`src/rtl/mem_stage_if.sv`:
```
// Bundle of the execute-side handshake, data-memory port and write-back packet of mem_stage.
// The slave modport is the stage's view; the master modport is the surrounding pipeline/memory.
interface mem_stage_if;
  logic        in_valid;
  logic        in_ready;
  logic [4:0]  inst_type_i;
  logic [7:0]  inst_opcode;
  logic [63:0] exe_result;
  logic [63:0] store_data;
  logic [4:0]  rd_addr_i;
  logic        rd_wen_i;

  logic        mem_req;
  logic        mem_we;
  logic [63:0] mem_addr;
  logic [63:0] mem_wdata;
  logic [7:0]  mem_wmask;
  logic        mem_ack;
  logic [63:0] mem_rdata;

  logic        wb_valid;
  logic [4:0]  wb_inst_type;
  logic [4:0]  wb_rd_addr;
  logic        wb_wen;
  logic [63:0] wb_data;
  logic        misalign;

  modport slave (
    input  in_valid, inst_type_i, inst_opcode, exe_result, store_data, rd_addr_i, rd_wen_i,
    input  mem_ack, mem_rdata,
    output in_ready, mem_req, mem_we, mem_addr, mem_wdata, mem_wmask,
    output wb_valid, wb_inst_type, wb_rd_addr, wb_wen, wb_data, misalign
  );

  modport master (
    output in_valid, inst_type_i, inst_opcode, exe_result, store_data, rd_addr_i, rd_wen_i,
    output mem_ack, mem_rdata,
    input  in_ready, mem_req, mem_we, mem_addr, mem_wdata, mem_wmask,
    input  wb_valid, wb_inst_type, wb_rd_addr, wb_wen, wb_data, misalign
  );
endinterface

```
`src/rtl/mem_stage.sv`:
```
// Memory-access pipeline stage: single-outstanding load/store on the data port, load
// alignment and extension, and a registered one-cycle write-back packet.
module mem_stage (
  input  logic       clk,
  input  logic       rst,
  mem_stage_if.slave bus
);

  localparam logic [7:0] INST_LB  = 8'h10;
  localparam logic [7:0] INST_LH  = 8'h11;
  localparam logic [7:0] INST_LW  = 8'h12;
  localparam logic [7:0] INST_LD  = 8'h13;
  localparam logic [7:0] INST_LBU = 8'h14;
  localparam logic [7:0] INST_LHU = 8'h15;
  localparam logic [7:0] INST_LWU = 8'h16;
  localparam logic [7:0] INST_SB  = 8'h18;
  localparam logic [7:0] INST_SH  = 8'h19;
  localparam logic [7:0] INST_SW  = 8'h1A;
  localparam logic [7:0] INST_SD  = 8'h1B;

  typedef enum logic [1:0] {StIdle, StBusy, StResp} state_e;

  state_e      state_q, state_d;
  logic [7:0]  op_q, op_d;
  logic [2:0]  lane_q, lane_d;
  logic [4:0]  rd_addr_q, rd_addr_d;
  logic        rd_wen_q, rd_wen_d;
  logic [4:0]  inst_type_q, inst_type_d;
  logic        mem_req_q, mem_req_d;
  logic        mem_we_q, mem_we_d;
  logic [63:0] mem_addr_q, mem_addr_d;
  logic [63:0] mem_wdata_q, mem_wdata_d;
  logic [7:0]  mem_wmask_q, mem_wmask_d;
  logic        wb_valid_q, wb_valid_d;
  logic [4:0]  wb_inst_type_q, wb_inst_type_d;
  logic [4:0]  wb_rd_addr_q, wb_rd_addr_d;
  logic        wb_wen_q, wb_wen_d;
  logic [63:0] wb_data_q, wb_data_d;
  logic        misalign_q, misalign_d;

  logic        in_load, in_store, in_misal, fire;
  logic [1:0]  in_size;
  logic [2:0]  in_lane;
  logic [7:0]  st_mask;
  logic [1:0]  ld_size;
  logic        ld_unsigned;
  logic [63:0] ld_shift, ld_data;

  assign in_lane = bus.exe_result[2:0];
  assign fire    = bus.in_valid && (state_q == StIdle);

  // Incoming opcode: class and access size (0=B, 1=H, 2=W, 3=D).
  always_comb begin
    in_load  = 1'b0;
    in_store = 1'b0;
    in_size  = 2'd0;
    case (bus.inst_opcode)
      INST_LB, INST_LBU: begin in_load = 1'b1;  in_size = 2'd0; end
      INST_LH, INST_LHU: begin in_load = 1'b1;  in_size = 2'd1; end
      INST_LW, INST_LWU: begin in_load = 1'b1;  in_size = 2'd2; end
      INST_LD:           begin in_load = 1'b1;  in_size = 2'd3; end
      INST_SB:           begin in_store = 1'b1; in_size = 2'd0; end
      INST_SH:           begin in_store = 1'b1; in_size = 2'd1; end
      INST_SW:           begin in_store = 1'b1; in_size = 2'd2; end
      INST_SD:           begin in_store = 1'b1; in_size = 2'd3; end
      default: ;
    endcase
  end

  always_comb begin
    in_misal = 1'b0;
    st_mask  = 8'hFF;
    case (in_size)
      2'd0: begin in_misal = 1'b0;            st_mask = 8'h01 << in_lane; end
      2'd1: begin in_misal = in_lane[0];      st_mask = 8'h03 << in_lane; end
      2'd2: begin in_misal = |in_lane[1:0];   st_mask = 8'h0F << in_lane; end
      default: begin in_misal = |in_lane;     st_mask = 8'hFF; end
    endcase
  end

  // Captured load opcode drives extraction of the returning doubleword.
  always_comb begin
    ld_size     = 2'd3;
    ld_unsigned = 1'b0;
    case (op_q)
      INST_LB:  ld_size = 2'd0;
      INST_LH:  ld_size = 2'd1;
      INST_LW:  ld_size = 2'd2;
      INST_LBU: begin ld_size = 2'd0; ld_unsigned = 1'b1; end
      INST_LHU: begin ld_size = 2'd1; ld_unsigned = 1'b1; end
      INST_LWU: begin ld_size = 2'd2; ld_unsigned = 1'b1; end
      default: ;
    endcase
  end

  always_comb begin
    ld_shift = bus.mem_rdata >> {lane_q, 3'b000};
    case (ld_size)
      2'd0:    ld_data = ld_unsigned ? {56'd0, ld_shift[7:0]}
                                     : {{56{ld_shift[7]}}, ld_shift[7:0]};
      2'd1:    ld_data = ld_unsigned ? {48'd0, ld_shift[15:0]}
                                     : {{48{ld_shift[15]}}, ld_shift[15:0]};
      2'd2:    ld_data = ld_unsigned ? {32'd0, ld_shift[31:0]}
                                     : {{32{ld_shift[31]}}, ld_shift[31:0]};
      default: ld_data = ld_shift;
    endcase
  end

  always_comb begin
    state_d        = state_q;
    op_d           = op_q;
    lane_d         = lane_q;
    rd_addr_d      = rd_addr_q;
    rd_wen_d       = rd_wen_q;
    inst_type_d    = inst_type_q;
    mem_req_d      = mem_req_q;
    mem_we_d       = mem_we_q;
    mem_addr_d     = mem_addr_q;
    mem_wdata_d    = mem_wdata_q;
    mem_wmask_d    = mem_wmask_q;
    wb_valid_d     = 1'b0;
    wb_inst_type_d = wb_inst_type_q;
    wb_rd_addr_d   = wb_rd_addr_q;
    wb_wen_d       = wb_wen_q;
    wb_data_d      = wb_data_q;
    misalign_d     = 1'b0;

    case (state_q)
      StIdle: begin
        if (fire) begin
          if (!in_load && !in_store) begin
            wb_valid_d     = 1'b1;
            wb_inst_type_d = bus.inst_type_i;
            wb_rd_addr_d   = bus.rd_addr_i;
            wb_wen_d       = bus.rd_wen_i && (bus.rd_addr_i != 5'd0);
            wb_data_d      = bus.exe_result;
          end else if (in_misal) begin
            wb_valid_d     = 1'b1;
            misalign_d     = 1'b1;
            wb_inst_type_d = bus.inst_type_i;
            wb_rd_addr_d   = bus.rd_addr_i;
            wb_wen_d       = 1'b0;
            wb_data_d      = 64'd0;
          end else begin
            state_d     = StBusy;
            op_d        = bus.inst_opcode;
            lane_d      = in_lane;
            rd_addr_d   = bus.rd_addr_i;
            rd_wen_d    = bus.rd_wen_i;
            inst_type_d = bus.inst_type_i;
            mem_req_d   = 1'b1;
            mem_we_d    = in_store;
            mem_addr_d  = {bus.exe_result[63:3], 3'b000};
            mem_wdata_d = in_store ? (bus.store_data << {in_lane, 3'b000}) : 64'd0;
            mem_wmask_d = in_store ? st_mask : 8'h00;
          end
        end
      end
      StBusy: begin
        if (bus.mem_ack) begin
          state_d        = StResp;
          mem_req_d      = 1'b0;
          wb_valid_d     = 1'b1;
          wb_inst_type_d = inst_type_q;
          wb_rd_addr_d   = rd_addr_q;
          wb_wen_d       = !mem_we_q && rd_wen_q && (rd_addr_q != 5'd0);
          wb_data_d      = mem_we_q ? 64'd0 : ld_data;
        end
      end
      StResp:  state_d = StIdle;
      default: state_d = StIdle;
    endcase
  end

  always_ff @(posedge clk or posedge rst) begin
    if (rst) begin
      state_q        <= StIdle;
      op_q           <= 8'd0;
      lane_q         <= 3'd0;
      rd_addr_q      <= 5'd0;
      rd_wen_q       <= 1'b0;
      inst_type_q    <= 5'd0;
      mem_req_q      <= 1'b0;
      mem_we_q       <= 1'b0;
      mem_addr_q     <= 64'd0;
      mem_wdata_q    <= 64'd0;
      mem_wmask_q    <= 8'd0;
      wb_valid_q     <= 1'b0;
      wb_inst_type_q <= 5'd0;
      wb_rd_addr_q   <= 5'd0;
      wb_wen_q       <= 1'b0;
      wb_data_q      <= 64'd0;
      misalign_q     <= 1'b0;
    end else begin
      state_q        <= state_d;
      op_q           <= op_d;
      lane_q         <= lane_d;
      rd_addr_q      <= rd_addr_d;
      rd_wen_q       <= rd_wen_d;
      inst_type_q    <= inst_type_d;
      mem_req_q      <= mem_req_d;
      mem_we_q       <= mem_we_d;
      mem_addr_q     <= mem_addr_d;
      mem_wdata_q    <= mem_wdata_d;
      mem_wmask_q    <= mem_wmask_d;
      wb_valid_q     <= wb_valid_d;
      wb_inst_type_q <= wb_inst_type_d;
      wb_rd_addr_q   <= wb_rd_addr_d;
      wb_wen_q       <= wb_wen_d;
      wb_data_q      <= wb_data_d;
      misalign_q     <= misalign_d;
    end
  end

  assign bus.in_ready     = (state_q == StIdle);
  assign bus.mem_req      = mem_req_q;
  assign bus.mem_we       = mem_we_q;
  assign bus.mem_addr     = mem_addr_q;
  assign bus.mem_wdata    = mem_wdata_q;
  assign bus.mem_wmask    = mem_wmask_q;
  assign bus.wb_valid     = wb_valid_q;
  assign bus.wb_inst_type = wb_inst_type_q;
  assign bus.wb_rd_addr   = wb_rd_addr_q;
  assign bus.wb_wen       = wb_wen_q;
  assign bus.wb_data      = wb_data_q;
  assign bus.misalign     = misalign_q;

endmodule

```
`src/flat_wrapper.sv`:
```
// flat-port wrapper written by rule: the top's interface ports become plain ports
module mem_stage_flat 
  (clk, rst, bus_in_valid, bus_inst_type_i, bus_inst_opcode, bus_exe_result, bus_store_data, bus_rd_addr_i, bus_rd_wen_i, bus_mem_ack, bus_mem_rdata, bus_in_ready, bus_mem_req, bus_mem_we, bus_mem_addr, bus_mem_wdata, bus_mem_wmask, bus_wb_valid, bus_wb_inst_type, bus_wb_rd_addr, bus_wb_wen, bus_wb_data, bus_misalign);
  mem_stage_if bus_i ();
  input  logic clk;
  input  logic rst;
  input wire logic [$bits(bus_i.in_valid)-1:0] bus_in_valid;
  input wire logic [$bits(bus_i.inst_type_i)-1:0] bus_inst_type_i;
  input wire logic [$bits(bus_i.inst_opcode)-1:0] bus_inst_opcode;
  input wire logic [$bits(bus_i.exe_result)-1:0] bus_exe_result;
  input wire logic [$bits(bus_i.store_data)-1:0] bus_store_data;
  input wire logic [$bits(bus_i.rd_addr_i)-1:0] bus_rd_addr_i;
  input wire logic [$bits(bus_i.rd_wen_i)-1:0] bus_rd_wen_i;
  input wire logic [$bits(bus_i.mem_ack)-1:0] bus_mem_ack;
  input wire logic [$bits(bus_i.mem_rdata)-1:0] bus_mem_rdata;
  output wire logic [$bits(bus_i.in_ready)-1:0] bus_in_ready;
  output wire logic [$bits(bus_i.mem_req)-1:0] bus_mem_req;
  output wire logic [$bits(bus_i.mem_we)-1:0] bus_mem_we;
  output wire logic [$bits(bus_i.mem_addr)-1:0] bus_mem_addr;
  output wire logic [$bits(bus_i.mem_wdata)-1:0] bus_mem_wdata;
  output wire logic [$bits(bus_i.mem_wmask)-1:0] bus_mem_wmask;
  output wire logic [$bits(bus_i.wb_valid)-1:0] bus_wb_valid;
  output wire logic [$bits(bus_i.wb_inst_type)-1:0] bus_wb_inst_type;
  output wire logic [$bits(bus_i.wb_rd_addr)-1:0] bus_wb_rd_addr;
  output wire logic [$bits(bus_i.wb_wen)-1:0] bus_wb_wen;
  output wire logic [$bits(bus_i.wb_data)-1:0] bus_wb_data;
  output wire logic [$bits(bus_i.misalign)-1:0] bus_misalign;
  assign bus_i.in_valid = bus_in_valid;
  assign bus_i.inst_type_i = bus_inst_type_i;
  assign bus_i.inst_opcode = bus_inst_opcode;
  assign bus_i.exe_result = bus_exe_result;
  assign bus_i.store_data = bus_store_data;
  assign bus_i.rd_addr_i = bus_rd_addr_i;
  assign bus_i.rd_wen_i = bus_rd_wen_i;
  assign bus_i.mem_ack = bus_mem_ack;
  assign bus_i.mem_rdata = bus_mem_rdata;
  assign bus_in_ready = bus_i.in_ready;
  assign bus_mem_req = bus_i.mem_req;
  assign bus_mem_we = bus_i.mem_we;
  assign bus_mem_addr = bus_i.mem_addr;
  assign bus_mem_wdata = bus_i.mem_wdata;
  assign bus_mem_wmask = bus_i.mem_wmask;
  assign bus_wb_valid = bus_i.wb_valid;
  assign bus_wb_inst_type = bus_i.wb_inst_type;
  assign bus_wb_rd_addr = bus_i.wb_rd_addr;
  assign bus_wb_wen = bus_i.wb_wen;
  assign bus_wb_data = bus_i.wb_data;
  assign bus_misalign = bus_i.misalign;
  mem_stage u_core (.clk(clk), .rst(rst), .bus(bus_i));
endmodule
```
`config.mk`:
```
export PLATFORM = sky130hd
export DESIGN_NAME = mem_stage_flat
export DESIGN_NICKNAME = d
export VERILOG_FILES = /design/src/rtl/mem_stage_if.sv /design/src/rtl/mem_stage.sv /design/src/flat_wrapper.sv
export SDC_FILE = /design/constraint.sdc
export NUM_CORES = 1
export LEC_CHECK = 0
export ABC_AREA = 1
export CORE_MARGIN = 2
export CORE_UTILIZATION = 47
export DETAILED_ROUTE_END_ITERATION = 16
export GPL_TIMING_DRIVEN = 0
export PLACE_DENSITY = 0.81
export RECOVER_POWER = 50
export SETUP_SLACK_MARGIN = 0.5
export SYNTH_ARGS = -nofsm -noshare
export SYNTH_HDL_FRONTEND = slang
export SYNTH_SLANG_ARGS = --single-unit
```
`constraint.sdc`:
```
create_clock -name clk -period 10.14 [get_ports clk]
set_input_delay 1.521 -clock clk [delete_from_list [all_inputs] [get_ports clk]]
set_output_delay 1.521 -clock clk [all_outputs]
set_load 0.01 [all_outputs]
```
Yosys cells after proc, flatten, opt, wreduce, memory -nomap -nowiden
Index checks and enable logic that the tools add are counted.

cells by class
  eq/ne operators = 27
  shift-type cells = 5
  muxes and demuxes = 52
  bitwise operators = 2
  reduce and logical (&&, ||, !) cells = 29

operators by type and width
  kind                                                               count
  64-bit 2-to-1 mux                                                  9
  64-bit one-hot mux with 3 select lines                             1
  8-bit by 5-bit == test with 1-bit output, second input constant    17
  64-bit one-hot mux with 2 select lines                             1
  64-bit by 6-bit left shift with 64-bit output                      1
  64-bit by 6-bit right shift with 64-bit output                     1
  5-bit 2-to-1 mux                                                   8
  8-bit one-hot mux with 3 select lines                              1
  5-bit one-hot mux with 2 select lines                              2
  1-bit 2-to-1 mux                                                   18
  2-bit one-hot mux with 3 select lines                              2
  4-bit AND reduction                                                3
  3-bit OR reduction                                                 4
  5-bit nonzero test                                                 2
  2-bit OR reduction                                                 5
  2-bit 2-to-1 mux                                                   4
  8-bit 2-to-1 mux                                                   1
  1-bit by 3-bit left shift with 8-bit output, first input constant  1
  2-bit by 3-bit left shift with 8-bit output, first input constant  1
  4-bit by 3-bit left shift with 8-bit output, first input constant  1
  7-bit OR reduction                                                 1
  2-bit by 1-bit == test with 1-bit output, second input constant    3
  2-bit zero test                                                    3
  2-bit != test, second input constant                               3
  12 further kinds                                                   22

storage, ports and cells
  bits in registers = 236
  word-level logic and storage cells = 132

Depth between registers and ports, before layout
  depth in word-level cells = 9
  gate-level depth with buffers = 15
  mapped depth without buffers = 13

Worst setup path before layout
Ideal clock, no wire load.

  kind = input to register
  from = input bus_inst_opcode[7]
  to = register u_core.wb_data_q[10] (netlist: u_core.bus.wb_data[10])
  library setup time = 0.124 ns
  arrival = 3.347 ns
  required time = 10.016 ns
  setup slack = 6.669 ns
  stages = 15
  buffers on the path = 2
  path through = nor2_1 -> nand4_1 -> a211oi_1 -> inv_1 -> ha_1 -> a21oi_1 -> nor2_1 -> a21oi_4 -> nand2_2 -> nand2_1 -> nand2_1 -> buf_4 -> buf_4 -> nor2_1 -> a21oi_1

on the way
  cells in the longest elaborated chain, start to end = 8
  elaborated cells between the ends (all ways) = 31

ends and longest elaborated chain
  item                                                                              RTL line           RTL
  start: declaration                                                                flat_wrapper.sv:9  input wire logic [$bits(bus_i.inst_opcode)-1:0] bus_inst_opcode;
  branches (longest 8 deep; another with 8-bit by 5-bit == test with 1-bit output)  --
  end signal: assignment                                                            mem_stage.sv:210   wb_data_q <= wb_data_d;
  end: declaration                                                                  mem_stage.sv:38    logic [63:0] wb_data_q, wb_data_d;

Several ways; the timed one is not identified. The select of a mux whose other input is x is not followed.
A chain may end at the register's enable or synchronous reset.

==> metrics.txt <==
status=finished with violations; failing checks=capacitance limit, slew limit; Die W=about 170 um; hold_buf cts=0; Via density=5.82; fin util=66.9%; Seq cells post-synth=236; DRC Markers=0; first-pass GRT wire length=between 90 and 100 mm; H-tree Lvls=1; Critical-path top delay cell=clkinvlp_2; share of cells above drive strength 1=~6.4%; cell row count=62; sequential element share of the synthesized area=a little over two fifths; initial antenna violation count=2; CTS resizes=0; Final period util=between 50% and 60%; setup violators final=0; Critical Path, Cell by Cell=dlygate4sd3_1 -> clkinvlp_2; number of global-route vias before repair=around 16,000; final-report hold violation count=0; Crit Path Category=primary input to async pin; class of the worst hold path=register to register; IR drop worst, VDD=roughly 0.10 mV; Sink Count=236; Netlist cell types=42; DP HPWL=about 49 mm; I/O pin cnt=~430; crit end category=async pin; LEAKAGE=8.80 nW; core area=about 0.028 sq mm; Max FO, Critical Path=108; Starting Density=approximately 47%; I/O Buffers=roughly 430; gr usage total=between 40% and 50%; vias=~16,000; Main synth FF type=dfrtp_1; total CTS buffers=25; mean post-synth cell area=7.15 sq um; Overflow after GRT=0; clock latency on the worst-skew pair=between 500 and 600 ps; CP bufs+invs=2; Post-synth EDFFs=0; Max Fclk=slightly below 200 MHz; Post-Synthesis Cells=1,886; Period minus WS final=~5100 ps; RSZ-0062 raised after global routing=no; CP Data Arrival Time=~4900 ps; most area-consuming cells after synthesis=dfrtp_1 44%, nand2_1 21%, a21oi_1 6.2%; Power Density=roughly 180 mW/mm^2; Final #Nets=2,560; skew final=roughly 17 ps; max_cap viols=1; Slew @ Worst Pin=4890 ps; DIE HEIGHT=between 150 and 200 um; WL/cell=23.0 um; count of final max-slew check failures=between 100 and 150; fillcell total=around 2,400; biggest area consumer among synthesized cells=dfrtp_1; # Post-CTS Setup Buffers=0; area growth from synthesis to layout=41.1%; Root Driver=clkbuf_16; GPL Wtd Cong=about 1.0; setup TNS=0 ps; Yosys Warn Count=0; leading cell type in the layout, fill and taps excluded=nand2_1; Routed Antenna Nets=0; Worst slew margin=-228%; clk slew on worst S/H paths=roughly 60 ps; most frequent cells in the layout=738 x nand2_1, 318 x clkdlybuf4s50_1, 236 x dfrtp_1; Max clock buf depth=3; TritonCTS clock tree=done; die area=~0.03 sq mm; Mapped Area=0.0135 sq mm; 1st-iter DRT viols=~1,900; Routed WL=63.1 mm; cell family with most CP delay=buffers and inverters; First-pass DRT Iterations=8; Async SR Flop Fraction=100%; peak per-stage delay on the critical path=around 2700 ps; Data required, critical path=9910 ps; pin count of the biggest net entering global routing=between 100 and 150; Synth top area share=a little over two fifths; crit path launch type=primary input
-- layout make-up --
class                           instances  area [sq um]  area share (%)
Sequential cell                       236          5910            31.0
Clock buffer                           36           697            3.66
Clock inverter                          5          78.8           0.414
Timing Repair Buffer                  426          4280            22.5
Multi-Input combinational cell       1430          6550            34.4
Buffer                                140           732            3.85
Tap cell                              384           480            2.52
Antenna cell                            1          2.50          0.0131
Inverter                               82           309            1.62
-- routing by layer --
layer	global-route usage [%]	part of all wire [%]	routed length (um)
met3	8.05	9.8	6190
met5	0	0	0
met1	50.4	37	23200
met2	70.1	48	30300
met4	19.6	5.4	3430
-- worst register-to-register path, cell delays in order (launching register included) --
cell and delay (ps):
dfrtp_1 360, buf_2 190, clkinv_1 170, clkbuf_1 410, buf_1 520, nand2_1 250, a21oi_1 250, nand2_1 90
a21oi_1 120
-- through the flow --
| stage | worst slack, ps | std cells | power [mW] | cell area (sq um) | hold slack [ps] |
|---|---|---|---|---|---|
| after detailed placement | 5280 | 2698 | 2.47 | 18300 | 465 |
| after floorplan | 2140 | 1888 | 1.82 | 13500 | 448 |
| after global routing | 4250 | 2740 | 3.51 | 19000 | 501 |
| final | 5020 | 2740 | 3.37 | 19000 | 476 |
| after global placement | -643 | 2697 | 2.45 | 18200 | 461 |
| after CTS | 5840 | 2739 | 3.37 | 19000 | 481 |
-- where the power goes --
group,internal [mW],leakage [nW],switching (mW)
clock,0.524,0.380,0.386
sequential,1.09,2.96,0.0940
combinational,0.514,5.46,0.757
-- logic make-up after synthesis --
logic type	synth area share, %
AOI/OAI and AO/OA	17.8
muxes	1.04
buffers and inverters	7.71
DFF	43.8
adders and majority gates	0.371
other	0.0278
and+or+nand+nor	29.3
-- sequential cells by signal, indices dropped and copies added, names as in the netlist, 2 cells and up --
register                 cells
u_core.bus.mem_addr         61
u_core.inst_type_q           5
u_core.rd_addr_q             5
u_core.bus.wb_data          64
u_core.bus.wb_inst_type      5
u_core.bus.mem_wdata        64
u_core.bus.wb_rd_addr        5
u_core.bus.mem_wmask         8
u_core.state_q               2
u_core.op_q                  8
u_core.lane_q                3
-- path summary, 6_finish.rpt --
check                                   startpoint                 endpoint  slack [ps]  cells after the start
hold / removal             u_core.bus.mem_addr[15]  u_core.bus.mem_addr[15]         480                      2
setup reg to reg                  u_core.lane_q[2]   u_core.bus.wb_data[44]        7710                      8
setup / recovery                               rst  u_core.bus.mem_addr[41]        5020                      2
hold reg to reg            u_core.bus.mem_addr[15]  u_core.bus.mem_addr[15]         480                      2
max in group clk                bus_inst_opcode[2]  u_core.bus.mem_addr[63]        5740                     14
min in group asynchronous                      rst   u_core.bus.wb_data[12]        2950                      2
-- cell usage after synthesis (4+ instances only) --
library cell and count:
clkbuf_1 49, o31ai_1 28, o21ai_0 138, o21a_1 7, or2_2 7, o211ai_1 42
mux2i_1 14, nand4_1 7, ha_1 4, o21ai_1 4, nor2_2 6, a31oi_1 11
clkinv_1 4, a21oi_1 168, nand2_1 738, nand3_1 112, inv_2 7, a22oi_1 8
buf_4 21, buf_2 60, buf_6 7, inv_1 71, dfrtp_1 236, nor2_1 108
nor3_1 4
Power figures use the tool's default switching activity.
